**src/rtl/nanoV_uart_pkg.sv**
```systemverilog
// Shared definitions for the store-port UART transmitter.
//   uart_state_e        : transmitter FSM states
//   UART_DATA_BITS      : data bits per serial frame
//   UART_BYTES_PER_WORD : bytes sent per captured 32-bit word
package nanoV_uart_pkg;

  typedef enum logic [1:0] {
    IDLE  = 2'd0,
    START = 2'd1,
    DATA  = 2'd2,
    STOP  = 2'd3
  } uart_state_e;

  localparam int UART_DATA_BITS      = 8;
  localparam int UART_BYTES_PER_WORD = 4;

endpackage

```
**src/rtl/word_fifo.sv**
```systemverilog
// Synchronous word FIFO with combinational head read.
//   clk, rstn : clock, asynchronous active-low reset (pointers only)
//   push      : write wdata; accepted when not full, or when full and popping
//   pop       : discard the head word (ignored when empty)
//   wdata     : word to write
//   rdata     : current head word, valid whenever empty is low
//   full      : DEPTH words stored
//   empty     : no words stored
//   count     : number of words stored (0..DEPTH)
module word_fifo #(
  parameter int WIDTH = 32,
  parameter int DEPTH = 4
) (
  input  logic                     clk,
  input  logic                     rstn,
  input  logic                     push,
  input  logic                     pop,
  input  logic [WIDTH-1:0]         wdata,
  output logic [WIDTH-1:0]         rdata,
  output logic                     full,
  output logic                     empty,
  output logic [$clog2(DEPTH):0]   count
);

  localparam int AW = $clog2(DEPTH);

  // Pointers carry one extra MSB so equal addresses can be told apart as
  // empty (MSBs equal) or full (MSBs differ).
  logic [AW:0]      wr_ptr;
  logic [AW:0]      rd_ptr;
  logic [WIDTH-1:0] mem [DEPTH];
  logic             do_pop;
  logic             do_push;

  assign empty   = (wr_ptr == rd_ptr);
  assign full    = (wr_ptr[AW] != rd_ptr[AW]) && (wr_ptr[AW-1:0] == rd_ptr[AW-1:0]);
  assign count   = wr_ptr - rd_ptr;
  assign rdata   = mem[rd_ptr[AW-1:0]];
  assign do_pop  = pop & ~empty;
  // When full, a pop frees the head slot in the same edge, so the write
  // lands in the slot being vacated.
  assign do_push = push & (~full | do_pop);

  always_ff @(posedge clk or negedge rstn) begin
    if (!rstn) begin
      wr_ptr <= '0;
      rd_ptr <= '0;
    end else begin
      if (do_push) wr_ptr <= wr_ptr + 1'b1;
      if (do_pop)  rd_ptr <= rd_ptr + 1'b1;
    end
  end

  always_ff @(posedge clk) begin
    if (do_push) mem[wr_ptr[AW-1:0]] <= wdata;
  end

endmodule

```
**src/rtl/store_uart_tx.sv**
```systemverilog
// Captures CPU store words into a FIFO and sends each as four 8N1 bytes,
// least-significant byte first, on a single serial pin.
//   clk, rstn      : clock, asynchronous active-low reset
//   data_out       : store word from the CPU
//   store_data_out : one push of data_out per high cycle
//   clear_ovf      : synchronous clear of overflow (a same-cycle drop wins)
//   uart_tx        : serial line, idle high
//   busy           : frame in progress or words queued
//   fifo_count     : words queued, excluding the one being sent
//   overflow       : sticky, set when a push is dropped
//   state_dbg      : current transmitter FSM state
// Handshake: there is no back-pressure; a strobe is accepted when the FIFO
// has room or is popped in the same cycle, otherwise dropped and flagged.
module store_uart_tx
  import nanoV_uart_pkg::*;
#(
  parameter int CLK_DIV    = 16,
  parameter int FIFO_DEPTH = 4
) (
  input  logic                          clk,
  input  logic                          rstn,
  input  logic [31:0]                   data_out,
  input  logic                          store_data_out,
  input  logic                          clear_ovf,
  output logic                          uart_tx,
  output logic                          busy,
  output logic [$clog2(FIFO_DEPTH):0]   fifo_count,
  output logic                          overflow,
  output uart_state_e                   state_dbg
);

  localparam logic [15:0] BAUD_LAST = 16'(CLK_DIV - 1);
  localparam logic [2:0]  BIT_LAST  = 3'(UART_DATA_BITS - 1);
  localparam logic [1:0]  BYTE_LAST = 2'(UART_BYTES_PER_WORD - 1);

  uart_state_e state, state_n;
  logic [15:0] baud_cnt, baud_n;
  logic [2:0]  bit_idx, bit_n;
  logic [1:0]  byte_idx, byte_n;
  logic [31:0] shift_reg, shift_n;
  logic        baud_done;
  logic        pop;
  logic        fifo_full;
  logic        fifo_empty;
  logic [31:0] fifo_rdata;
  logic [7:0]  cur_byte;

  word_fifo #(
    .WIDTH (32),
    .DEPTH (FIFO_DEPTH)
  ) u_fifo (
    .clk   (clk),
    .rstn  (rstn),
    .push  (store_data_out),
    .pop   (pop),
    .wdata (data_out),
    .rdata (fifo_rdata),
    .full  (fifo_full),
    .empty (fifo_empty),
    .count (fifo_count)
  );

  assign baud_done = (baud_cnt == BAUD_LAST);
  assign cur_byte  = shift_reg[7:0];
  assign busy      = (state != IDLE) | (fifo_count != '0);
  assign state_dbg = state;

  always_ff @(posedge clk or negedge rstn) begin
    if (!rstn) begin
      state     <= IDLE;
      baud_cnt  <= '0;
      bit_idx   <= '0;
      byte_idx  <= '0;
      shift_reg <= '0;
    end else begin
      state     <= state_n;
      baud_cnt  <= baud_n;
      bit_idx   <= bit_n;
      byte_idx  <= byte_n;
      shift_reg <= shift_n;
    end
  end

  always_comb begin
    state_n = state;
    baud_n  = baud_cnt;
    bit_n   = bit_idx;
    byte_n  = byte_idx;
    shift_n = shift_reg;
    pop     = 1'b0;
    case (state)
      IDLE: begin
        if (!fifo_empty) begin
          pop     = 1'b1;
          shift_n = fifo_rdata;
          byte_n  = '0;
          baud_n  = '0;
          state_n = START;
        end
      end
      START: begin
        if (baud_done) begin
          baud_n  = '0;
          bit_n   = '0;
          state_n = DATA;
        end else begin
          baud_n = baud_cnt + 16'd1;
        end
      end
      DATA: begin
        if (baud_done) begin
          baud_n = '0;
          if (bit_idx == BIT_LAST) state_n = STOP;
          else                     bit_n   = bit_idx + 3'd1;
        end else begin
          baud_n = baud_cnt + 16'd1;
        end
      end
      STOP: begin
        if (baud_done) begin
          baud_n = '0;
          // Next byte of the same word follows with no idle gap.
          if (byte_idx != BYTE_LAST) begin
            byte_n  = byte_idx + 2'd1;
            shift_n = shift_reg >> UART_DATA_BITS;
            state_n = START;
          end else begin
            state_n = IDLE;
          end
        end else begin
          baud_n = baud_cnt + 16'd1;
        end
      end
      default: state_n = IDLE;
    endcase
  end

  // Decoded from state so the line returns high as soon as reset asserts.
  always_comb begin
    uart_tx = 1'b1;
    case (state)
      START:   uart_tx = 1'b0;
      DATA:    uart_tx = cur_byte[bit_idx];
      default: uart_tx = 1'b1;
    endcase
  end

  // A dropped push takes priority over a clear in the same cycle.
  always_ff @(posedge clk or negedge rstn) begin
    if (!rstn) begin
      overflow <= 1'b0;
    end else if (store_data_out && fifo_full && !pop) begin
      overflow <= 1'b1;
    end else if (clear_ovf) begin
      overflow <= 1'b0;
    end
  end

endmodule

```
**config.mk**
```make
export PLATFORM = sky130hd
export DESIGN_NAME = store_uart_tx
export DESIGN_NICKNAME = d
export VERILOG_FILES = /design/src/rtl/nanoV_uart_pkg.sv /design/src/rtl/word_fifo.sv /design/src/rtl/store_uart_tx.sv
export SDC_FILE = /design/constraint.sdc
export NUM_CORES = 1
export LEC_CHECK = 0
export BUFFER_PORTS_ARGS = -buffer_cell sky130_fd_sc_hd__buf_4
export CAP_MARGIN = 5
export CORE_ASPECT_RATIO = 0.9
export CORE_MARGIN = 2
export CORE_UTILIZATION = 45
export DETAILED_ROUTE_END_ITERATION = 7
export SYNTH_ARGS = -nofsm -noshare
export SYNTH_HDL_FRONTEND = slang
export SYNTH_SLANG_ARGS = --single-unit
```
**constraint.sdc**
```tcl
create_clock -name clk -period 4 [get_ports clk]
set_input_delay 0.4 -clock clk [delete_from_list [all_inputs] [get_ports clk]]
set_output_delay 0.4 -clock clk [all_outputs]
set_load 0.02 [all_outputs]
```
Yosys cells after proc, flatten, opt, wreduce, memory -nomap -nowiden
Memories as Yosys holds them, arrays and structs flattened.
Index checks and enable logic that the tools add are counted.
Widths: inputs -> output; s select.
{"block": "op_classes", "addsub": 6, "n_lt_le_gt_ge": 1, "n_eq_ne": 16, "muxes": 31, "bitwise": 6, "reduce_logical": 14}
{"op": "$mux 32", "count": 3}
{"op": "$pmux 32 s2", "count": 1}
{"op": "$mux 16", "count": 2}
{"op": "$pmux 16 s2", "count": 1}
{"op": "$add 16x1->16 const B", "count": 1}
{"op": "$eq 16x4->1 const B", "count": 1}
{"op": "$mux 2", "count": 8}
{"op": "$ne 2x2->1 const B", "count": 8}
{"op": "$add 3x1->3 const B", "count": 3}
{"op": "$mux 3", "count": 3}
{"op": "$mux 1", "count": 8}
{"op": "$pmux 2 s4", "count": 1}
{"op": "$reduce_and 4->1", "count": 2}
{"op": "$reduce_bool 2->1", "count": 4}
{"op": "$pmux 3 s2", "count": 1}
{"op": "$reduce_and 5->1", "count": 1}
{"op": "$eq 2x2->1 const B", "count": 2}
{"op": "$lt 3x4->1 const B", "count": 1}
{"op": "$pmux 2 s2", "count": 1}
{"op": "$bmux 1 s3", "count": 1}
{"op": "$eq 3x3->1", "count": 1}
{"op": "$eq 3x3->1 const B", "count": 1}
{"op": "$logic_and 1x1->1", "count": 3}
{"op": "$reduce_bool 3->1", "count": 1}
{"op": "other kinds (12)", "count": 15}
{"block": "totals", "register_bits": 62, "ramBits": 128, "output_inout_bits": 8, "mem_count": 1}
{"name": "u_fifo.mem", "words": 4, "word_bits": 32, "read_ports": 1, "rd_clocked_by_memory_dff": 0, "wr": 1, "line": "word_fifo.sv:31", "rtl": "logic [WIDTH-1:0] mem [DEPTH];"}

Longest topological paths before layout
Gate-level depths: netlist of the first run.
{"block": "depth", "ltp_word": 8, "depth_mapped": 10}

By module
Synthesis of the first run repeated with hierarchy kept, for this count alone.
{"block": "unflattened", "cells_unflattened": 512, "area_unflattened_um2": 7970.1}
{"module": "word_fifo", "n_inst": 1, "cells_per_inst": 214, "area_per_inst_um2": 5069.9, "seq_area_each_um2": 3993.8}
{"module": "store_uart_tx", "n_inst": 1, "cells_per_inst": 298, "area_per_inst_um2": 2900.3, "seq_area_each_um2": 1401.3}

Worst setup path before layout of the first run
No wires, ideal clock.
{"block": "synth_timing", "kind": "register to register", "from": "register u_fifo.rd_ptr[1]", "to": "memory u_fifo.mem[3][0] (enable)", "arrival_time_ps": 2641, "slack_ps": 965, "stages_incl_launch_ff": 9, "n_path_buf": 2, "period_less_slack_ps": 3035, "cell_sequence": "dfrtp_1 > clkbuf_1 > buf_1 > inv_1 > ha_1 > nand2_1 > nor3_1 > nor2b_1 > and2_1"}
{"block": "synth_via", "elab_chain_len": 8, "word_cells_on_any_way": 12, "cone_classes": "eq/ne (2); mux (4); bitwise (5); reduce/logical (1)"}
{"element": "start: declaration", "line": "word_fifo.sv:30", "rtl": "logic [AW:0] rd_ptr;"}
{"element": "start signal: assignment", "line": "word_fifo.sv:50", "rtl": "if (do_pop) rd_ptr <= rd_ptr + 1'b1;"}
{"element": "$eq 3x3->1", "line": "word_fifo.sv:35", "rtl": "assign empty = (wr_ptr == rd_ptr);"}
{"element": "$mux 1", "line": "store_uart_tx.sv:93", "rtl": "if (!fifo_empty) begin"}
{"element": "$mux 1", "line": "store_uart_tx.sv:91", "rtl": "case (state)"}
{"element": "$and 1x1->1", "line": "word_fifo.sv:39", "rtl": "assign do_pop = pop & ~empty;"}
{"element": "$or 1x1->1 (*)", "line": "word_fifo.sv:42", "rtl": "assign do_push = push & (~full | do_pop);"}
{"element": "$and 1x1->1 (*)", "line": "word_fifo.sv:42"}
{"element": "$mux 1 (*)", "line": "word_fifo.sv:55", "rtl": "if (do_push) mem[wr_ptr[AW-1:0]] <= wdata;"}
{"element": "$mux 1 (implied by the code) (*)", "line": "word_fifo.sv:55"}
{"element": "end: declaration", "line": "word_fifo.sv:31"}
Mark *: on every way between the ends. The rest lies on a longest branch, timed or not.

Final worst setup path of the first run
{"block": "layout_timing", "from": "register state[1] (netlist: state_dbg[1])", "to": "register shift_reg[4]"}
{"block": "layout_via", "elab_chain_len": 3, "word_cells_on_any_way": 8, "cone_classes": "eq/ne (4); mux (1); reduce/logical (3)"}
{"element": "start: declaration", "line": "store_uart_tx.sv:36", "rtl": "uart_state_e state, state_n;"}
{"element": "start signal: assignment", "line": "store_uart_tx.sv:76", "rtl": "state <= state_n;"}
{"element": "$eq 2x2->1 or $logic_not 2->1 (tied branches)", "line": "store_uart_tx.sv:91"}
{"element": "$ne 2x2->1 (no source line) or $reduce_bool 2->1 (tied branches)"}
{"element": "$reduce_and 4->1 (no source line)"}
{"element": "end signal: assignment", "line": "store_uart_tx.sv:80", "rtl": "shift_reg <= shift_n;"}
{"element": "end: declaration", "line": "store_uart_tx.sv:40", "rtl": "logic [31:0] shift_reg, shift_n;"}
Several ways; a longest one is shown, not always the timed one.
A chain may end at the register's enable or synchronous reset.

==> run_results.csv, run 1 <==
group,metric,value,unit
global_routing,overflow,0,
clock_tree,clkTransAtPathRegs,0.07,ns
floorplanning,start_util,46.2,%
critical_path,rrSetupSlack,1.08,ns
power_and_ir_drop,power.density,767,mW/mm²
job,timing.max_cap.violations,0,
final_layout,final_cells,822,
final_layout,area_growth_syn_to_layout,14.3,%
final_layout,diodes,0,
synth,async_flop_share,32.6,%
critical_path,path_class,"reg2reg",
synth,synthCells,529,
clock_tree,cts_htree_levels,4,
sta,rsz0062_at_grt,"no",
global_routing,grt_first_pass_wirelength,23.3,mm
global_routing,grtUsageTotal,16.9,%
critical_path,max_stage_delay,0.91,ns
clock_tree,cts_hold_buf,0,
power_and_ir_drop,ir_worst_vdd,0.376,mV
synth,ys_types,42,
critical_path,r2r-end,"shift_reg[4]",
detailed_routing,drt_iter0_drc,219,
synth,synth_area_leaders,"edfxtp_1 49%, dfrtp_1 20%, mux4_2 9.7%, nand2_1 3.2%, ha_1 2.5%",
synth,syn-cell-area,0.00786,mm²
detailed_routing,ant_nets,0,
final_layout,drive_above_1_share,20.3,%
synth,synth-main-ff-cell,"edfxtp_1",
placement,gp_congestion,0.792,
sta,tns,0,ns
synth,synth-seq-cells,190,
sta,slew_headroom,28.3,%
critical_path,slowest_stage,"ha_1",
final_layout,fillCellCount,1450,
global_routing,grt_pass1_vias,4550,
critical_path,rr_startpoint,"state_dbg[1]",
synth,synth_top_area_cell,"edfxtp_1",
sta,worst_slew_pin_slew,1.07,ns
critical_path,arrival,3.26,ns
critical_path,critPathLaunchType,"register",
floorplanning,die_h,129,µm
clock_tree,cts.sinks,190,
synth,synth.avg_cell_area,14.9,µm²
power_and_ir_drop,leakage,3.30,nW
global_routing,grt_start_max_net_pins,67,
clock_tree,cts-root-buf,"clkbuf_16",
run_status,status,"complete, no violations",
clock_tree,clock_latency,0.43,ns
clock_tree,cts_inserted_buffers,17,
hold_path,hp-class,"in2async",
critical_path,reg2reg_depth,7,
critical_path,cp_top_family,"adder cells",
sta,report.final.slew_viol_count,0,
floorplanning,dieArea,0.0185,mm²
synth,synth_nets,582,
critical_path,critPathRequiredTime,4.34,ns
detailed_routing,via_count,4379,
global_routing,antenna_found_initial,0,
detailed_routing,drc,0,
synth,yosysSeqAreaShare,68.7,%
placement,placed_cells,790,
critical_path,critPathBufInv,1,
synth,synth.top_cell.area_share,48.9,%
synth,synth_warnings,0,
sta,setup_viol,0,
clock_tree,cts_tree,"yes",
final_layout,final_nets,627,
sta,fmax,342,MHz
placement,pre_cts_slack,1.13,ns
floorplanning,fp-row-count,45,
critical_path,cp_max_fo,66,
placement,dp_hpwl,8.53,mm
final_layout,largest_register_ffs,128,
clock_tree,clock_path_buffers,2,
detailed_routing,via_per_inst,5.33,
power_and_ir_drop,fin_total_pwr,6.88,mW
floorplanning,io_pins,44,
detailed_routing,routed_wirelength,14.1,mm
sta,setup_ws,1.08,ns
clock_tree,cts_setup_buffers,0,
sta,layout_min_cycle_time,2.92,ns
detailed_routing,wl_per_cell,17.1,µm
placement,port-buffer-count,43,
sta,hold_ws,0.0511,ns
synth,synth_edf_count,128,
clock_tree,cts_resized,0,
sta,finalCritPeriodShare,73.1,%
critical_path,worst_setup_path_end_kind,"register",
sta,hold_viol_final,0,
detailed_routing,drt_first_pass_iters,4,
critical_path,cp.depth,7,
critical_path,worstPathCellList,"ha_1, nor2b_1, a21oi_1, a211oi_4, buf_4, nor2_1, a31oi_1",
floorplanning,die_w,143,µm
floorplanning,core_area,0.0170,mm²
sta,skew,0.00797,ns
==> layer usage <==
layer	track usage (%)	up-vias	part of all wire (%)
met2	27.9	63	50
met1	22.2	2221	46
met5	0	-	0
li1	-	2086	-
met3	4.18	9	3.1
met4	5.65	0	0.93
==> how the worst max path moves through the flow <==
stage | endpoint | startpoint | slack (ns)
4_1_cts | shift_reg[26] | state_dbg[1] | 1.09
5_1_grt | shift_reg[25] | state_dbg[1] | 0.78
3_5_place_dp | shift_reg[4] | state_dbg[1] | 1.13
6_report | shift_reg[4] | state_dbg[1] | 1.08
2_1_floorplan | u_fifo.mem[3][0] | u_fifo.rd_ptr[1] | 0.97
3_3_place_gp | shift_reg[24] | state_dbg[1] | 1.22
==> cells in the mapped netlist, drive strengths merged, types with 2 or more instances <==
cell type and number:
xor2 2, and2 4, buf 12, nand4 6
a21oi 6, a22o 5, dfrtp 62, ha 16
mux4 34, nor3 4, edfxtp 128, mux2i 3
nand3 19, nand2 67, or4 4, nor2b 3
inv 20, a31oi 28, o21ai 39, nor4 3
clkbuf 14, nor2 29, xnor2 6
==> layout by cell type, fill, tap and decap left out, types with 2 or more instances in the layout <==
cell / count
edfxtp_1: 128
nand2_1: 67
dfrtp_1: 61
buf_4: 52
o21ai_0: 39
mux4_2: 34
nor2_1: 29
a31oi_1: 28
inv_1: 20
nand3_1: 19
clkbuf_16: 17
ha_1: 16
xnor2_1: 6
a21oi_1: 6
nand4_1: 6
a22o_1: 5
inv_6: 5
nor3_1: 4
and2_1: 4
mux2i_1: 3
nor2b_1: 3
or4_1: 3
nor4_1: 3
clkbuf_1: 3
xor2_1: 2
inv_8: 2
clkinv_4: 2
==> stage by stage <==
stage | utilization [%] | area, µm²
final | 52.8 | 8980
after global routing | 52.8 | 8980
after CTS | 52.8 | 8980
after detailed placement | 49.5 | 8420
after global placement | 49.5 | 8420
after floorplan | - | 7860
==> cell families after synthesis <==
group / Yosys count / share of synthesized area (%)
DFF: 190 / 68.7
and+or+nand+nor: 144 / 8.22
AOI/OAI and AO/OA: 86 / 6.51
buffers and inverters: 46 / 2.64
muxes: 38 / 10.3
adders and majority gates: 17 / 2.80
xor gates and xnor gates: 8 / 0.892
==> cell type report <==
type,instances,area [µm²],area share (%)
timing repair buffer,52,390,4.35
sequential,190,5400,60.1
inverter,20,75.1,0.836
clock inverter,12,125,1.39
multi-input combinational,293,2260,25.2
tap,235,294,3.27
clock buffer,20,437,4.86
==> where the power goes <==
part	total (mW)	internal (mW)	leakage (nW)	switching (mW)
logic	2.38	0.976	1.09	1.41
clock network	1.61	0.877	0.272	0.731
registers	2.89	2.68	1.93	0.211
==> worst register-to-register path, stage by stage, from the launching register on <==
cell and delay (ns):
dfrtp_1 0.45, ha_1 0.91, nor2b_1 0.35, a21oi_1 0.12, a211oi_4 0.23, buf_4 0.50, nor2_1 0.13, a31oi_1 0.17
(Power assumes the default switching activity.)
==> run 2, diff against run 1 <==
clock period = 2.7 ns   (was 4 ns; I/O delays follow)
==> run 2 against run 1 <==
Sequential share of layout area decreased by 1.1 points. Routed wire length increased by 4.1%. Clock skew increased by 0.0049 ns. Critical endpoint is now busy. Non-clock buffer count increased by 8. Largest power group unchanged. Cell count increased by 0.97%. Critical path type is now reg2out. Total power increased by 53%. Cell area increased by 1.9%. Global-route usage decreased by 0.20 points. Utilization increased by 1.0 points.
==> run_results.csv, run 2 (synthesis gave the netlist of run 1 again) <==
group,metric,value,unit
sta,skew,0.0128,ns
floorplanning,core_area,0.0170,mm²
critical_path,cp_max_fo,4,
sta,worst_slew_pin_slew,0.797,ns
sta,fmax,385,MHz
global_routing,grt_start_max_net_pins,67,
detailed_routing,drc,0,
detailed_routing,ant_nets,0,
clock_tree,cts_htree_levels,4,
placement,port-buffer-count,43,
detailed_routing,wl_met1,6.54,mm
placement,gp_congestion,0.768,
placement,placed_cells,794,
critical_path,cp-startpoint,"u_fifo.wr_ptr[0]",
floorplanning,io_pins,44,
sta,hold_ws,0.0205,ns
final_layout,final_cell_mix,"128 x edfxtp_1, 67 x nand2_1, 61 x dfrtp_1, 53 x buf_4, 39 x o21ai_0",
final_layout,largest_register_ffs,128,
detailed_routing,drt_first_pass_iters,5,
critical_path,arrival,2.33,ns
critical_path,rrSetupSlack,0.14,ns
critical_path,max_stage_delay,0.53,ns
hold_path,hold_end,"overflow",
final_layout,layout_commonest_cell,"edfxtp_1",
final_layout,multi_input_area,0.00227,mm²
hold_path,hp-class,"in2reg",
clock_tree,clkTransAtPathRegs,0.07,ns
job,timing.max_cap.violations,0,
detailed_routing,top_layer_used,"met4",
run_status,status,"complete, no violations",
final_layout,utilization,53.8,%
sta,finalCritPeriodShare,96.3,%
final_layout,area_growth_syn_to_layout,16.5,%
critical_path,slowest_stage,"or4_1",
power_and_ir_drop,power.density,1150,mW/mm²
clock_tree,cts_inserted_buffers,17,
detailed_routing,routed_wirelength,14.6,mm
final_layout,final_nets,635,
global_routing,grt_pass1_vias,4518,
critical_path,crit_path_frequent_cell,"inv_1",
critical_path,worstPathCellList,"inv_1, ha_1, fa_1, inv_1, or4_1, buf_4",
sta,rsz0062_at_grt,"no",
critical_path,worst_setup_path_end_kind,"primary output",
clock_tree,cts.sinks,190,
hold_path,worstHoldStart,"clear_ovf",
sta,report.final.slew_viol_count,0,
detailed_routing,dr_wl_met2,7.51,mm
final_layout,regArea,0.00540,mm²
final_layout,diodes,0,
floorplanning,die_w,143,µm
critical_path,r2r-end,"shift_reg[19]",
detailed_routing,via_count,4439,
final_layout,drive_above_1_share,22.5,%
floorplanning,die_h,129,µm
power_and_ir_drop,leakage,3.38,nW
final_layout,final_cells,830,
detailed_routing,route.met3.wl,473,µm
final_layout,fillCellCount,1394,
sta,slew_headroom,46.9,%
detailed_routing,wl_per_cell,17.6,µm
hold_path,min_path_cells,2,
global_routing,overflow,0,
placement,dp_hpwl,8.68,mm
sta,setup_viol,0,
detailed_routing,drt_iter0_drc,257,
critical_path,path_class,"reg2out",
sta,tns,0,ns
global_routing,grt_first_pass_wirelength,23.1,mm
power_and_ir_drop,fin_total_pwr,10.6,mW
clock_tree,clock_latency,0.43,ns
global_routing,grtUsageTotal,16.7,%
clock_tree,cts-root-buf,"clkbuf_16",
floorplanning,fp-row-count,45,
clock_tree,cts_tree,"yes",
floorplanning,start_util,46.2,%
floorplanning,dieArea,0.0185,mm²
critical_path,reg2reg_depth,7,
critical_path,critPathRequiredTime,2.43,ns
critical_path,critPathLaunchType,"register",
critical_path,rr_startpoint,"baud_cnt[12]",
sta,layout_min_cycle_time,2.60,ns
detailed_routing,via_per_inst,5.35,
clock_tree,clock_path_buffers,2,
power_and_ir_drop,ir_worst_vdd,0.720,mV
global_routing,antenna_found_initial,0,
sta,hold_viol_final,0,
==> run 2: cell types whose count changed in the layout (fill, tap and decap cells not counted), moves of 2 or more <==
cell	previous run	this run
inv_8	2	4
buf_12	0	5
and2_2	0	4
and2_1	4	0
clkbuf_1	3	1
==> run 2: per-stage QoR <==
step                      setup WS [ns]  cell area [µm²]
final                            0.0993             9150
after CTS                        0.0389             9110
after global placement            0.247             8520
after detailed placement          0.159             8520
after global routing             0.0152             9150
after floorplan                 0.00545             7860
==> run 2: report_power, final <==
group	switching, mW	internal [mW]	total (mW)	leakage (nW)
combinational	2.20	1.63	3.84	1.16
clock	1.11	1.33	2.44	0.287
sequential	0.312	3.97	4.28	1.93
total	3.63	6.93	10.6	3.38
==> run 2: area by class of cell <==
type,instances,area share [%]
clock buffer,19,4.84
clock inverter,13,1.53
inverter,20,0.820
multi-input combinational,293,24.8
sequential,190,59.0
tap,235,3.21
timing repair buffer,60,5.82
==> run 2: critical path: cells and delay by family (launching register included) <==
kind | cells | cell delay (ns)
fa+ha+maj | 2 | 0.69
flops | 1 | 0.36
buf+inv | 3 | 0.33
simple gates | 1 | 0.53
==> run 2: worst max path at each step <==
stage                     slack [ns]                to
final                            0.1              busy
after global routing            0.02              busy
after CTS                       0.04              busy
after detailed placement        0.16      state_dbg[0]
after global placement          0.25     shift_reg[30]
after floorplan                0.005  u_fifo.mem[3][0]
==> run 2: what timing repair did <==
item                                   in CTS  in global routing
hold buffers                                1                  0
buffers inserted                            0                  2
endpoints found under the hold margin      62                  0
setup endpoints to repair                   0                  6
resized for setup                           0                  1
==> run 2: metal layers <==
metal / vias to the layer above / GRT usage, %
met5: - / 0
met4: 0 / 4.84
met3: 12 / 4.58
met2: 84 / 28.2
met1: 2247 / 21.5
li1: 2096 / -
==> run 3, diff against run 2 <==
CORE_UTILIZATION = 35   (was 45)
==> run 3 against run 2 <==
Combinational power decreased by 2%. Routed wire length up 3.4%. Critical path depth is the same. Largest power group unchanged.
==> run_results.csv, run 3 (synthesis gave the netlist of run 1 again) <==
group,metric,value,unit
clock_tree,cts_htree_levels,4,
sta,layout_min_cycle_time,2.59,ns
floorplanning,fp-row-count,51,
critical_path,r2r-end,"shift_reg[20]",
sta,skew,0.0150,ns
critical_path,rrSetupSlack,0.17,ns
global_routing,grt_start_max_net_pins,67,
clock_tree,cts_tree,"yes",
sta,fmax,386,MHz
critical_path,cp_max_fo,4,
global_routing,overflow,0,
detailed_routing,drt_first_pass_iters,4,
final_layout,drive_above_1_share,22.7,%
power_and_ir_drop,power.density,1140,mW/mm²
global_routing,antenna_found_initial,0,
final_layout,area_growth_syn_to_layout,17.1,%
final_layout,utilization,42.2,%
global_routing,grt_pass1_vias,4703,
final_layout,final_cell_mix,"128 x edfxtp_1, 67 x nand2_1, 61 x dfrtp_1, 55 x buf_4, 39 x o21ai_0",
floorplanning,die_h,146,µm
detailed_routing,drt_iter0_drc,397,
clock_tree,cts_inserted_buffers,17,
placement,gp_congestion,0.771,
critical_path,critPathLaunchType,"register",
hold_path,worstHoldStart,"clear_ovf",
sta,worst_slew_pin_slew,0.805,ns
placement,placed_cells,852,
placement,dp_hpwl,9.21,mm
floorplanning,die_w,162,µm
hold_path,hold_end,"overflow",
sta,setup_viol,0,
global_routing,grt_first_pass_wirelength,24.5,mm
placement,port-buffer-count,43,
power_and_ir_drop,fin_total_pwr,10.5,mW
clock_tree,clkTransAtPathRegs,0.08,ns
clock_tree,cts-root-buf,"clkbuf_16",
detailed_routing,ant_nets,0,
detailed_routing,drc,0,
sta,slew_headroom,46.3,%
final_layout,final_nets,636,
floorplanning,io_pins,44,
critical_path,arrival,2.32,ns
placement,place_area,0.00860,mm²
critical_path,worst_setup_path_end_kind,"primary output",
sta,finalCritPeriodShare,96.0,%
detailed_routing,routed_wirelength,15.1,mm
hold_path,min_path_cells,2,
final_layout,diodes,0,
run_status,status,"complete, no violations",
power_and_ir_drop,ir_worst_vdd,0.678,mV
floorplanning,start_util,36.0,%
sta,setup_ws,0.107,ns
clock_tree,clock_path_buffers,2,
global_routing,grt_use_met3,3.18,%
global_routing,grtUsageTotal,13.5,%
sta,report.final.slew_viol_count,0,
final_layout,final_cells,887,
sta,tns,0,ns
detailed_routing,via_count,4458,
job,timing.max_cap.violations,0,
final_layout,largest_register_ffs,128,
critical_path,critPathRequiredTime,2.43,ns
critical_path,path_class,"reg2out",
hold_path,hp-class,"in2reg",
final_layout,stdcell_area,0.00920,mm²
final_layout,layout_commonest_cell,"edfxtp_1",
sta,rsz0062_at_grt,"no",
detailed_routing,via_per_inst,5.03,
sta,hold_viol_final,0,
global_routing,grt_use_met1,16.7,%
global_routing,gr-usage-met2,23.1,%
global_routing,grt.busiest_layer,"met2",
detailed_routing,wl_per_cell,17.1,µm
critical_path,rr_startpoint,"baud_cnt[10]",
floorplanning,core_area,0.0218,mm²
floorplanning,dieArea,0.0237,mm²
clock_tree,cts.sinks,190,
critical_path,reg2reg_depth,6,
clock_tree,clock_latency,0.44,ns
power_and_ir_drop,leakage,3.37,nW
sta,hold_ws,0.0161,ns
placement,pre_cts_slack,0.197,ns
## run 3: changes by cell type in the layout (fill, tap and decap cells not counted), sizes merged
cell,change
clkinvlp,+1
clkinv,+2
inv,-1
buf,+2
bufinv,-1
clkbuf,-2
## run 3: per-layer routing
| metal | vias up | routed length [µm] | share of wire (%) |
|---|---|---|---|
| met2 | 98 | 7660 | 51 |
| met3 | 8 | 621 | 4.1 |
| met4 | 0 | 108 | 0.71 |
| met1 | 2245 | 6750 | 45 |
| li1 | 2107 | - | - |
| met5 | - | 0 | 0 |
## run 3: worst max-delay path by stage
| stage | start | slack [ns] | end | depth (start not counted) |
|---|---|---|---|---|
| floorplan | u_fifo.rd_ptr[1] | 0.005 | u_fifo.mem[3][0] | 8 |
| finish | u_fifo.wr_ptr[0] | 0.11 | busy | 6 |
| detailed placement | baud_cnt[10] | 0.20 | shift_reg[27] | 6 |
| global placement | baud_cnt[10] | 0.27 | shift_reg[2] | 6 |
| global route | u_fifo.wr_ptr[0] | 0.03 | busy | 6 |
| CTS | u_fifo.wr_ptr[0] | 0.03 | busy | 6 |
## run 3: final cells by class
cell class | count | area, µm²
repair buffers | 61 | 523
inverters | 20 | 75.1
clock inverters | 14 | 146
multi-input cells | 293 | 2270
flip-flops and latches | 190 | 5400
well taps | 291 | 364
clock buffers | 18 | 429
fillers | 2000 | 12600
## run 3: repair_timing
action,in CTS,in global routing
endpoints found under the setup margin,0,1
buffers inserted,0,2
hold buffers,1,0
gates resized for setup,0,1
hold endpoints to repair,62,0
## run 3: power breakdown
group	switching, mW	internal [mW]
logic	2.17	1.58
registers	0.321	3.96
clock network	1.20	1.24
## run 3: critical path, stage by stage, from the launching register on
cell	delay, ns
dfrtp_1	0.40
inv_2	0.08
ha_1	0.19
fa_1	0.48
inv_1	0.06
or4_1	0.51
buf_4	0.17
